**config.mk**
```make
export PLATFORM = sky130hd
export DESIGN_NAME = register_access_arbiter
export DESIGN_NICKNAME = d
export VERILOG_FILES = /design/src/rtl/register_access_arbiter_pkg.sv /design/src/rtl/register_access_arbiter_async_sync.sv /design/src/rtl/register_access_arbiter.sv
export SDC_FILE = /design/constraint.sdc
export NUM_CORES = 1
export LEC_CHECK = 0
export BUFFER_PORTS_ARGS = -buffer_cell sky130_fd_sc_hd__buf_2
export CAP_MARGIN = 20
export CORE_AREA = 10 10 74 76
export CTS_BUF_LIST = sky130_fd_sc_hd__clkbuf_16
export CTS_CLUSTER_SIZE = 24
export DETAILED_ROUTE_END_ITERATION = 10
export DIE_AREA = 0 0 84 86
export GPL_TIMING_DRIVEN = 0
export PLACE_DENSITY = 0.69
export REMOVE_ABC_BUFFERS = 1
export SLEW_MARGIN = 20
export SYNTH_ARGS = -nofsm -noshare
export SYNTH_HDL_FRONTEND = slang
export SYNTH_SLANG_ARGS = --single-unit
```
**constraint.sdc**
```tcl
create_clock -name CLK -period 4.3 [get_ports CLK]
set_input_delay 0.645 -clock CLK [delete_from_list [all_inputs] [get_ports CLK]]
set_output_delay 0.645 -clock CLK [all_outputs]
set_load 0.01 [all_outputs]
```
**src/rtl/register_access_arbiter_pkg.sv**
```systemverilog
// Shared constants and encodings for the two-requester register access arbiter.
package register_access_arbiter_pkg;

    localparam int DW = 2;
    localparam int CW = 2;

    typedef enum logic [1:0] {
        OP_READ    = 2'b00,
        OP_WRITE   = 2'b01,
        OP_WRRD    = 2'b10,
        OP_ILLEGAL = 2'b11
    } op_e;

    typedef enum logic [2:0] {
        ST_IDLE    = 3'd0,
        ST_ISSUE   = 3'd1,
        ST_HOLD    = 3'd2,
        ST_RELEASE = 3'd3,
        ST_RD_WAIT = 3'd4,
        ST_RESP    = 3'd5
    } state_e;

    function automatic logic op_writes(input op_e op);
        return (op == OP_WRITE) || (op == OP_WRRD);
    endfunction

    function automatic logic op_reads(input op_e op);
        return (op == OP_READ) || (op == OP_WRRD);
    endfunction

endpackage

```
**src/rtl/register_access_arbiter_async_sync.sv**
```systemverilog
// Multi-flop synchronizer for one asynchronous level input, with a selectable reset value.
module async_sync #(
    parameter int   STAGES    = 2,
    parameter logic RESET_VAL = 1'b0
) (
    input  logic clk,
    input  logic rst_n_i,
    input  logic d_i,
    output logic q_o
);

    logic [STAGES-1:0] chain_q;

    always_ff @(posedge clk) begin
        if (!rst_n_i) begin
            chain_q <= {STAGES{RESET_VAL}};
        end else begin
            chain_q[0] <= d_i;
            for (int i = 1; i < STAGES; i++) begin
                chain_q[i] <= chain_q[i-1];
            end
        end
    end

    assign q_o = chain_q[STAGES-1];

endmodule

```
**src/rtl/register_access_arbiter.sv**
```systemverilog
// Round-robin arbiter that turns A/B register requests into control/data token
// handshakes on two transmitters, then optionally waits for a read token.
module register_access_arbiter
    import register_access_arbiter_pkg::*;
#(
    parameter int SYNC_STAGES = 2,
    parameter int RD_TIMEOUT  = 1023
) (
    input  logic          CLK,
    input  logic          RESET,
    input  logic          a_req,
    input  logic [1:0]    a_op,
    input  logic [DW-1:0] a_wdata,
    output logic          a_ack,
    output logic [DW-1:0] a_rdata,
    input  logic          b_req,
    input  logic [1:0]    b_op,
    input  logic [DW-1:0] b_wdata,
    output logic          b_ack,
    output logic [DW-1:0] b_rdata,
    output logic [CW-1:0] cx_val,
    output logic          cx_go,
    input  logic          cxe,
    output logic [DW-1:0] tx_val,
    output logic          tx_go,
    input  logic          txe,
    input  logic          rx_valid,
    input  logic [DW-1:0] rx_data,
    output logic          busy,
    output logic          grant,
    output logic [7:0]    tok_count,
    output logic          timeout_err,
    output logic          op_err
);

    localparam int TW = (RD_TIMEOUT > 1) ? $clog2(RD_TIMEOUT) : 1;
    localparam logic [TW-1:0] TMO_LAST = TW'(RD_TIMEOUT - 1);

    state_e        state_q, state_d;
    op_e           op_q, op_d, sel_op;
    logic          grant_q, grant_d;
    logic          prio_b_q, prio_b_d;
    logic [CW-1:0] cx_val_q, cx_val_d;
    logic [DW-1:0] tx_val_q, tx_val_d, sel_wdata;
    logic          cx_go_q, cx_go_d, tx_go_q, tx_go_d;
    logic [7:0]    tok_q, tok_d;
    logic [DW-1:0] rdata_q, rdata_d;
    logic [TW-1:0] tmo_q, tmo_d;
    logic          tmo_err_q, tmo_err_d, op_err_q, op_err_d;
    logic          rxv_prev_q;
    logic          cxe_s, txe_s, rxv_s;
    logic          pick_b, wr, en_hi, en_lo, rx_rise;

    // Enables idle high, so their synchronizers come out of reset at 1.
    async_sync #(.STAGES(SYNC_STAGES), .RESET_VAL(1'b1)) u_sync_cxe (
        .clk(CLK), .rst_n_i(RESET), .d_i(cxe), .q_o(cxe_s));
    async_sync #(.STAGES(SYNC_STAGES), .RESET_VAL(1'b1)) u_sync_txe (
        .clk(CLK), .rst_n_i(RESET), .d_i(txe), .q_o(txe_s));
    async_sync #(.STAGES(SYNC_STAGES), .RESET_VAL(1'b0)) u_sync_rxv (
        .clk(CLK), .rst_n_i(RESET), .d_i(rx_valid), .q_o(rxv_s));

    assign wr      = op_writes(op_q);
    assign en_hi   = cxe_s && (!wr || txe_s);
    assign en_lo   = !cxe_s && (!wr || !txe_s);
    assign rx_rise = rxv_s && !rxv_prev_q;
    assign pick_b    = b_req && (!a_req || prio_b_q);
    assign sel_op    = pick_b ? op_e'(b_op) : op_e'(a_op);
    assign sel_wdata = pick_b ? b_wdata : a_wdata;

    always_comb begin
        state_d   = state_q;
        op_d      = op_q;
        grant_d   = grant_q;
        prio_b_d  = prio_b_q;
        cx_val_d  = cx_val_q;
        tx_val_d  = tx_val_q;
        cx_go_d   = cx_go_q;
        tx_go_d   = tx_go_q;
        tok_d     = tok_q;
        rdata_d   = rdata_q;
        tmo_d     = tmo_q;
        tmo_err_d = tmo_err_q;
        op_err_d  = op_err_q;
        case (state_q)
            ST_IDLE: begin
                if (a_req || b_req) begin
                    grant_d  = pick_b;
                    prio_b_d = !pick_b;
                    op_d     = sel_op;
                    cx_val_d = sel_op;
                    tx_val_d = sel_wdata;
                    rdata_d  = '0;
                    if (sel_op == OP_ILLEGAL) begin
                        op_err_d = 1'b1;
                        state_d  = ST_RESP;
                    end else begin
                        state_d  = ST_ISSUE;
                    end
                end
            end
            ST_ISSUE: begin
                if (en_hi) begin
                    cx_go_d = 1'b1;
                    tx_go_d = wr;
                    state_d = ST_HOLD;
                end
            end
            ST_HOLD: begin
                if (en_lo) begin
                    cx_go_d = 1'b0;
                    tx_go_d = 1'b0;
                    state_d = ST_RELEASE;
                end
            end
            ST_RELEASE: begin
                if (en_hi) begin
                    tok_d = tok_q + 8'd1;
                    tmo_d = '0;
                    state_d = op_reads(op_q) ? ST_RD_WAIT : ST_RESP;
                end
            end
            ST_RD_WAIT: begin
                if (rx_rise) begin
                    rdata_d = rx_data;
                    state_d = ST_RESP;
                end else if (tmo_q == TMO_LAST) begin
                    tmo_err_d = 1'b1;
                    rdata_d   = '0;
                    state_d   = ST_RESP;
                end else begin
                    tmo_d = tmo_q + 1'b1;
                end
            end
            ST_RESP: state_d = ST_IDLE;
            default: state_d = ST_IDLE;
        endcase
    end

    always_ff @(posedge CLK) begin
        if (!RESET) begin
            state_q    <= ST_IDLE;
            op_q       <= OP_READ;
            grant_q    <= 1'b0;
            prio_b_q   <= 1'b0;
            cx_val_q   <= '0;
            tx_val_q   <= '0;
            cx_go_q    <= 1'b0;
            tx_go_q    <= 1'b0;
            tok_q      <= '0;
            rdata_q    <= '0;
            tmo_q      <= '0;
            tmo_err_q  <= 1'b0;
            op_err_q   <= 1'b0;
            rxv_prev_q <= 1'b0;
        end else begin
            state_q    <= state_d;
            op_q       <= op_d;
            grant_q    <= grant_d;
            prio_b_q   <= prio_b_d;
            cx_val_q   <= cx_val_d;
            tx_val_q   <= tx_val_d;
            cx_go_q    <= cx_go_d;
            tx_go_q    <= tx_go_d;
            tok_q      <= tok_d;
            rdata_q    <= rdata_d;
            tmo_q      <= tmo_d;
            tmo_err_q  <= tmo_err_d;
            op_err_q   <= op_err_d;
            rxv_prev_q <= rxv_s;
        end
    end

    assign a_ack       = (state_q == ST_RESP) && !grant_q;
    assign b_ack       = (state_q == ST_RESP) && grant_q;
    assign a_rdata     = a_ack ? rdata_q : '0;
    assign b_rdata     = b_ack ? rdata_q : '0;
    assign busy        = (state_q != ST_IDLE);
    assign grant       = grant_q;
    assign cx_val      = cx_val_q;
    assign tx_val      = tx_val_q;
    assign cx_go       = cx_go_q;
    assign tx_go       = tx_go_q;
    assign tok_count   = tok_q;
    assign timeout_err = tmo_err_q;
    assign op_err      = op_err_q;

endmodule

```
; ---- After elaboration in Yosys (flattened, before gate mapping)
; Cells that the tools add are included.
[classes]
n_addsub = 2
n_eq_ne = 16
muxes = 26
n_bitwise = 1
reduce_logical = 33
[ops]
columns = cell, n
row1 = 10-bit 2-to-1 mux, 3
row2 = 3-bit 2-to-1 mux, 7
row3 = 10-bit case mux with 2 select lines, 1
row4 = 3-bit case mux with 5 select lines, 1
row5 = 2-bit 2-to-1 mux, 7
row6 = "2-bit != test, second input constant", 6
row7 = 3-bit AND reduction, 4
row8 = "10-bit by 1-bit adder with 10-bit output, second input constant", 1
row9 = "10-bit equality test, second input constant", 1
row10 = "8-bit by 1-bit adder with 8-bit output, second input constant", 1
row11 = 1-bit zero test, 7
row12 = "3-bit by 2-bit equality test with 1-bit output, second input constant", 2
row13 = "3-bit equality test, second input constant", 2
row14 = 1-bit logical AND, 6
row15 = 1-bit logical OR, 6
row16 = 2-bit nonzero test, 3
row17 = 5-bit AND reduction, 1
row18 = "2-bit equality test, second input constant", 2
row19 = 1-bit 2-to-1 mux, 4
row20 = 1-bit case mux with 2 select lines, 2
row21 = 2-bit case mux with 2 select lines, 1
row22 = 2-bit AND reduction, 2
row23 = 4-bit AND reduction, 1
row24 = "3-bit by 1-bit equality test with 1-bit output, second input constant", 1
row25 = other kinds (6), 6
[totals]
reg_bits = 40
input_bits = 17
out_inout_bits = 24
wordCells = 94

; ---- Longest topological paths before layout
; Gate-level depths: netlist of run 1.
[logic_depth]
ltp_word = 8
mapped_depth = 8
mapped_depth_nobuf = 7

; ---- Hierarchy
; Synthesis of run 1 repeated with hierarchy kept, for this count alone.
[hier_totals]
hier_cells = 219
hier_area_um2 = 1931.9
[by_module_without_submodules]
columns = mod, instances, cells_per_inst, area_each_um2
row1 = register_access_arbiter, 1, 207, 1774.2
row2 = async_sync, 3, 4, 52.6

; ---- Least setup slack after synthesis of run 1
; Ideal clock, no wire load.
[synth_timing]
path_type = register to register
start = reg, netlist name cx_val[0]
end = reg tmo_q[9]
setup_time_ns = 0.070
arrival_time_ns = 2.025
required_ns = 4.230
path_slack_ns = 2.204
stages_incl_launch_ff = 9
n_path_buf = 1
synth_period_minus_slack_ns = 2.096
cell_sequence = dfxtp_1 -> inv_1 -> ha_1 -> nor2b_1 -> nor3_1 -> buf_4 -> o21ai_2 -> or4_1 -> a21oi_1
[synth_rtl]
columns = element, line_no
row1 = "end signal, assigned", register_access_arbiter.sv:166  ; tmo_q <= tmo_d;
row2 = "end, declared", register_access_arbiter.sv:48  ; logic [TW-1:0] tmo_q, tmo_d;

==> impl_metrics.json, run 1 <==
{
  "status": "finished clean",
  "grt-ovfl-total": 0,
  "grt_max_degree": 36,
  "cp.required_ns": 4.51,
  "ctsResizeCount": 0,
  "synthDistinctLibCells": 50,
  "cts_tree": "yes",
  "clk_latency_ns": 0.28,
  "fp.dieW_um": 84,
  "finalNetCount": 277,
  "critPathBufInv": 2,
  "relSlewSlack": 0.592,
  "p_leak_nw": 0.993,
  "setup_slack_ns": 1.88,
  "drive_gt1_frac": 0.219,
  "synth_top_area_cell": "dfxtp_1",
  "hp-class": "flop to flop",
  "yosysWarnings": 0,
  "synth_flop_cell": "dfxtp_1",
  "ir_drop_mv": 0.290,
  "htree_levels": 2,
  "synth_cells": 215,
  "synth_common_cells": "dfxtp_1 (40), nand2_1 (18), nor2_1 (15)",
  "numClockSinks": 40,
  "initial_core_util": 0.484,
  "ys_ff_latch": 40,
  "fill_cells": 392,
  "timing.final.crit_share": 0.562,
  "wire_per_inst_um": 12.8,
  "worstPathMaxFanout": 9,
  "hold_violations": 0,
  "postCtsSetupBuffers": 0,
  "clockRootBuffer": "clkbuf_16",
  "crit_start": "cx_val[0]",
  "post-place-cells": 298,
  "maxSlewViolCount": 0,
  "vias_per_cell": 5.19,
  "cp_top_family": "simple AND/OR/NAND/NOR gates",
  "tns_ns": 0,
  "synth_top_area_frac": 0.416,
  "finClkSkew_ns": 0.00196,
  "drt_wl_total_um": 3920,
  "synthTopCellsByArea": "dfxtp_1 (42%), and2_1 (4.6%), nor2b_1 (4.2%), xnor2_1 (4.1%), nand2_1 (3.5%)",
  "vias": 1589,
  "die_h_um": 86,
  "pwr_density_cell_nw_per_um2": 521,
  "drt-pass1-iter-count": 4,
  "avgSynthCellArea_um2": 8.94,
  "crit_path_end_kind": "flop",
  "critPathKind": "flop to flop",
  "drc": 0,
  "dieArea_um2": 7220,
  "ctsHoldBuffers": 0,
  "setup_viol": 0,
  "portBuffers": 40,
  "cp.arrival_ns": 2.63,
  "yosysMostFrequentCell": "dfxtp_1",
  "r2r_start": "cx_val[0]",
  "p_total_mw": 1.21,
  "post_layout_nonfiller_instances": 306,
  "slowest_delay_ns": 0.50,
  "startpoint_type": "flop",
  "coreArea_um2": 3970,
  "clock_path_buffers": 2,
  "grt_usage": 0.114,
  "multi_input_area_um2": 1060,
  "final.min_clock_period_ns": 2.42,
  "io_pins": 41,
  "ys_seq_area_frac": 0.416,
  "areaGrowthSynthToFinish_pct": 20.4,
  "cts_buffers": 5,
  "syn_area_um2": 1920,
  "worstMarginPinSlew_ns": 0.607,
  "detail-route-antenna-nets": 0,
  "path_cells": "inv_1 -> ha_1 -> nor2b_1 -> nor3_2 -> buf_4 -> o21ai_2 -> or4_1 -> a21oi_1",
  "antenna_found_initial": 0,
  "clkTransAtPathRegs_ns": 0.06,
  "pre_cts_ws_ns": 1.87,
  "hold_start": "u_sync_cxe.chain_q[0]",
  "place_congestion": 0.769,
  "fmax_ghz": 0.414,
  "grt_pass1_wl_um": 6910,
  "seq_area_um2": 801,
  "maxCapViolCount": 0,
  "antenna_cells": 0,
  "drt-initial-drc-count": 102,
  "rsz0062_at_grt": "no",
  "async_flop_share": 0,
  "fp-row-count": 23,
  "dp_hpwl_um": 2880,
  "holdWs_ns": 0.405,
  "synth_edf_count": 0,
  "reg2reg_slack_ns": 1.88,
  "grt_pass1_vias": 1533,
  "crit_slowest_cell": "or4_1"
}
==> through the flow <==
| step | util | cell area [um2] |
|---|---|---|
| after floorplan | - | 1880 |
| after global placement | 0.539 | 2140 |
| after detailed placement | 0.542 | 2150 |
| after CTS | 0.583 | 2310 |
| after global routing | 0.583 | 2310 |
| final | 0.583 | 2310 |
==> worst paths after layout <==
check                                              to  cells after the start
worst max-delay path                         tmo_q[9]                      8
worst min-delay path            u_sync_cxe.chain_q[1]                      1
worst max register to register               tmo_q[9]                      8
worst min register to register  u_sync_cxe.chain_q[1]                      1
==> flip-flops by register name, summed over array words and instances, names as in the netlist <==
| register | cells |
|---|---|
| cx_val | 2 |
| op_err | 1 |
| cx_go | 1 |
| state_q | 3 |
| prio_b_q | 1 |
| rdata_q | 2 |
| u_sync_rxv.chain_q | 2 |
| tok_count | 8 |
| rxv_prev_q | 1 |
| u_sync_cxe.chain_q | 2 |
| tx_go | 1 |
| timeout_err | 1 |
| tx_val | 2 |
| u_sync_txe.chain_q | 2 |
| tmo_q | 10 |
| grant | 1 |
==> power breakdown <==
group | leakage (nW) | switching, mW | internal, mW
Combinational | 0.588 | 0.179 | 0.141
Sequential | 0.326 | 0.0613 | 0.417
Clock | 0.0789 | 0.138 | 0.269
Total | 0.993 | 0.379 | 0.827
==> final cells by class <==
class / instances / area share
Clock buffer: 5 / 0.0541
Clock inverter: 3 / 0.0162
Inverter: 6 / 0.00973
Multi-Input combinational cell: 161 / 0.457
Sequential cell: 40 / 0.346
Tap cell: 50 / 0.0270
Timing Repair Buffer: 41 / 0.0897
==> routing by layer <==
metal  GRT usage  vias to the layer above  wire [um]
li1            -                      835          -
met1       0.136                      716       1950
met2       0.173                       33       1650
met3      0.0454                        5        236
met4      0.0548                        0         72
met5           0                        -          0
==> cells by family (layout without fill, tap and decap cells) <==
logic type,count (synthesis),after routing,share of synthesized area
flip-flops,40,40,0.416
multiplexers,5,5,0.0267
adder cells (fa/ha/maj),5,5,0.0325
buffers and inverters,14,55,0.0358
AO/OA/AOI/OAI,31,31,0.118
AND/OR/NAND/NOR,106,106,0.307
XOR/XNOR,14,14,0.0638
==> cells in the final DEF, fill, tap and decap left out, drive strengths merged, types with 3 or more instances in the layout <==
cell type	synthesis	routed
dfxtp	40	40
buf	4	41
o21ai	6	6
mux2i	4	4
nand3	8	8
a21oi	3	3
nand2	18	18
xnor2	9	9
nor2b	13	13
nor2	16	16
inv	6	6
nor4	5	5
xor2	5	5
and2	14	14
nor3b	4	4
nor3	5	5
nand2b	9	9
clkbuf	4	5
ha	5	5
nand4	6	6
Note: power is estimated with default switching activity, not from simulation.
==> run 2, diff against run 1 <==
--- a/config.mk
+++ b/config.mk
@@ -5,13 +5,14 @@
 export SDC_FILE = /design/constraint.sdc
 export NUM_CORES = 1
 export LEC_CHECK = 0
+export ABC_AREA = 1
 export BUFFER_PORTS_ARGS = -buffer_cell sky130_fd_sc_hd__buf_2
 export CAP_MARGIN = 20
-export CORE_AREA = 10 10 74 76
+export CORE_AREA = 10 10 77 79
 export CTS_BUF_LIST = sky130_fd_sc_hd__clkbuf_16
 export CTS_CLUSTER_SIZE = 24
 export DETAILED_ROUTE_END_ITERATION = 10
-export DIE_AREA = 0 0 84 86
+export DIE_AREA = 0 0 87 89
 export GPL_TIMING_DRIVEN = 0
 export PLACE_DENSITY = 0.69
 export REMOVE_ABC_BUFFERS = 1
==> constraint.sdc (replaced) <==
create_clock -name CLK -period 2.4 [get_ports CLK]
set_input_delay 0.36 -clock CLK [delete_from_list [all_inputs] [get_ports CLK]]
set_output_delay 0.36 -clock CLK [all_outputs]
set_load 0.01 [all_outputs]
==> run 2 against run 1 <==
Synthesized cell count grew 44%. Wire length up 20%. Highest routed layer unchanged. Combinational power is 120% higher. Critical endpoint is now tmo_q[8].
==> impl_metrics.json, run 2 <==
{
  "finalNetCount": 372,
  "place_congestion": 0.808,
  "drive_gt1_frac": 0.202,
  "fp.dieW_um": 87,
  "synth_flop_cell": "dfxtp_1",
  "relSlewSlack": 0.459,
  "io_pins": 41,
  "layout_common_cells": "nand2_1 (80), nor2_1 (40), dfxtp_1 (40), buf_2 (40), inv_1 (36)",
  "clockRootBuffer": "clkbuf_16",
  "worstMarginPinSlew_ns": 0.807,
  "synth_cells": 310,
  "place_area_um2": 2330,
  "ir_drop_mv": 0.524,
  "maxSlewViolCount": 0,
  "startpoint_type": "flop",
  "synth_common_cells": "nand2_1 (80), dfxtp_1 (40), nor2_1 (40)",
  "fmax_ghz": 0.539,
  "cp.required_ns": 2.54,
  "synthTopCellsByArea": "dfxtp_1 (38%), nand2_1 (14%), nor2_1 (7.1%), inv_1 (6.4%), nand3_1 (5.9%)",
  "drt-pass1-iter-count": 4,
  "yosysMostFrequentCell": "nand2_1",
  "post_layout_nonfiller_instances": 405,
  "vias_per_cell": 4.92,
  "synth_top_area_cell": "dfxtp_1",
  "tns_ns": 0,
  "maxCapViolCount": 0,
  "clk_latency_ns": 0.28,
  "drt_wl_total_um": 4680,
  "avgSynthCellArea_um2": 6.82,
  "antenna_found_initial": 0,
  "cts_buffers": 5,
  "synth_top_area_frac": 0.379,
  "numClockSinks": 40,
  "drt-initial-drc-count": 116,
  "async_flop_share": 0,
  "hp-class": "input port to flop",
  "dieArea_um2": 7740,
  "yosysWarnings": 0,
  "p_leak_nw": 1.13,
  "synth_edf_count": 0,
  "pwr_density_cell_nw_per_um2": 926,
  "cts_tree": "yes",
  "worstPathMaxFanout": 12,
  "syn_area_um2": 2110,
  "timing.final.crit_share": 0.773,
  "fin_area_um2": 2490,
  "antenna_cells": 0,
  "portBuffers": 40,
  "postCtsSetupBuffers": 0,
  "fill_cells": 442,
  "wire_per_inst_um": 11.6,
  "p_total_mw": 2.30,
  "coreArea_um2": 4540,
  "ys_seq_area_frac": 0.379,
  "synthDistinctLibCells": 34,
  "crit_path_end_kind": "flop",
  "detail-route-antenna-nets": 0,
  "finClkSkew_ns": 0.00321,
  "dp_hpwl_um": 3460,
  "ctsHoldBuffers": 0,
  "mostFrequentLayoutCell": "nand2_1",
  "post-place-cells": 397,
  "ctsResizeCount": 0,
  "multi_input_area_um2": 1090,
  "initial_core_util": 0.466,
  "rsz0062_at_grt": "no",
  "grt_usage": 0.127,
  "hold_violations": 0,
  "setup_slack_ns": 0.545,
  "die_h_um": 89,
  "cp.arrival_ns": 1.99,
  "largest_reg_flops": 10,
  "ys_ff_latch": 40,
  "grt_pass1_vias": 1934,
  "fp-row-count": 25,
  "clkTransAtPathRegs_ns": 0.06,
  "grt-ovfl-total": 0,
  "grt_max_degree": 29,
  "drc": 0,
  "clock_path_buffers": 2,
  "seq_area_um2": 801,
  "htree_levels": 2,
  "areaGrowthSynthToFinish_pct": 17.7,
  "setup_viol": 0,
  "vias": 1991,
  "top_register": "tmo_q",
  "final.min_clock_period_ns": 1.85,
  "pre_cts_ws_ns": 0.399,
  "grt_pass1_wl_um": 8100,
  "critPathKind": "flop to flop",
  "status": "finished clean"
}
## run 2: cell types whose count changed after synthesis, sizes merged, moves of 14 or more
| cell | previous run | this run |
|---|---|---|
| nand3 | 8 | 27 |
| a21oi | 3 | 20 |
| inv | 6 | 40 |
| and2 | 14 | 0 |
| nand2 | 18 | 85 |
| nor2 | 16 | 46 |
## run 2: final cells by class
class                      instances  area share
inverter                          42      0.0654
tap                               54      0.0271
clock buffer                       5      0.0503
timing repair buffer              40      0.0804
clock inverter                     3      0.0151
multi-input combinational        221       0.440
sequential                        40       0.322
## run 2: power breakdown
group          switching (mW)  total, mW  internal (mW)
sequential              0.107      0.865          0.757
combinational           0.462      0.706          0.245
clock                   0.251      0.733          0.483
total                   0.820       2.30           1.48
## run 2: logic make-up (layout without fill, tap and decap cells)
kind of cell	Yosys count	after routing	share of synthesized area
adders and majority gates	5	5	0.0296
and+or+nand+nor	176	176	0.380
DFF	40	40	0.379
AOI/OAI and AO/OA	38	38	0.0994
buffers and inverters	49	90	0.104
xor gates and xnor gates	2	2	0.00829
## run 2: through the flow
step                hold WS [ns]  utilization
finish                     0.261        0.549
global route               0.260        0.549
CTS                        0.252        0.549
detailed placement         0.403        0.513
global placement           0.394        0.513
floorplan                  0.390            -
## run 2: path summary, 6_finish.rpt
| kind | slack [ns] | from | to | depth (start not counted) |
|---|---|---|---|---|
| worst min-delay path | 0.26 | rx_valid | u_sync_rxv.chain_q[0] | 3 |
| worst max-delay path | 0.55 | cx_val[1] | tmo_q[8] | 10 |
| worst min register to register | 0.41 | u_sync_cxe.chain_q[0] | u_sync_cxe.chain_q[1] | 1 |
| worst max register to register | 0.55 | cx_val[1] | tmo_q[8] | 10 |
## run 2: per-layer routing
layer	routed length, um	up-vias	track usage
li1	-	1062	-
met1	2040	881	0.139
met2	2280	43	0.224
met3	289	5	0.0410
met4	68	0	0.0442
met5	0	-	0
## run 2: critical path, cell delays in order, from the launching register on
cell,delay (ns)
dfxtp_1,0.35
inv_1,0.07
ha_1,0.30
nand2_1,0.08
nand2_1,0.15
nand2_1,0.15
nand2_1,0.07
inv_2,0.19
nand2_2,0.18
nand2_1,0.10
a21oi_1,0.07
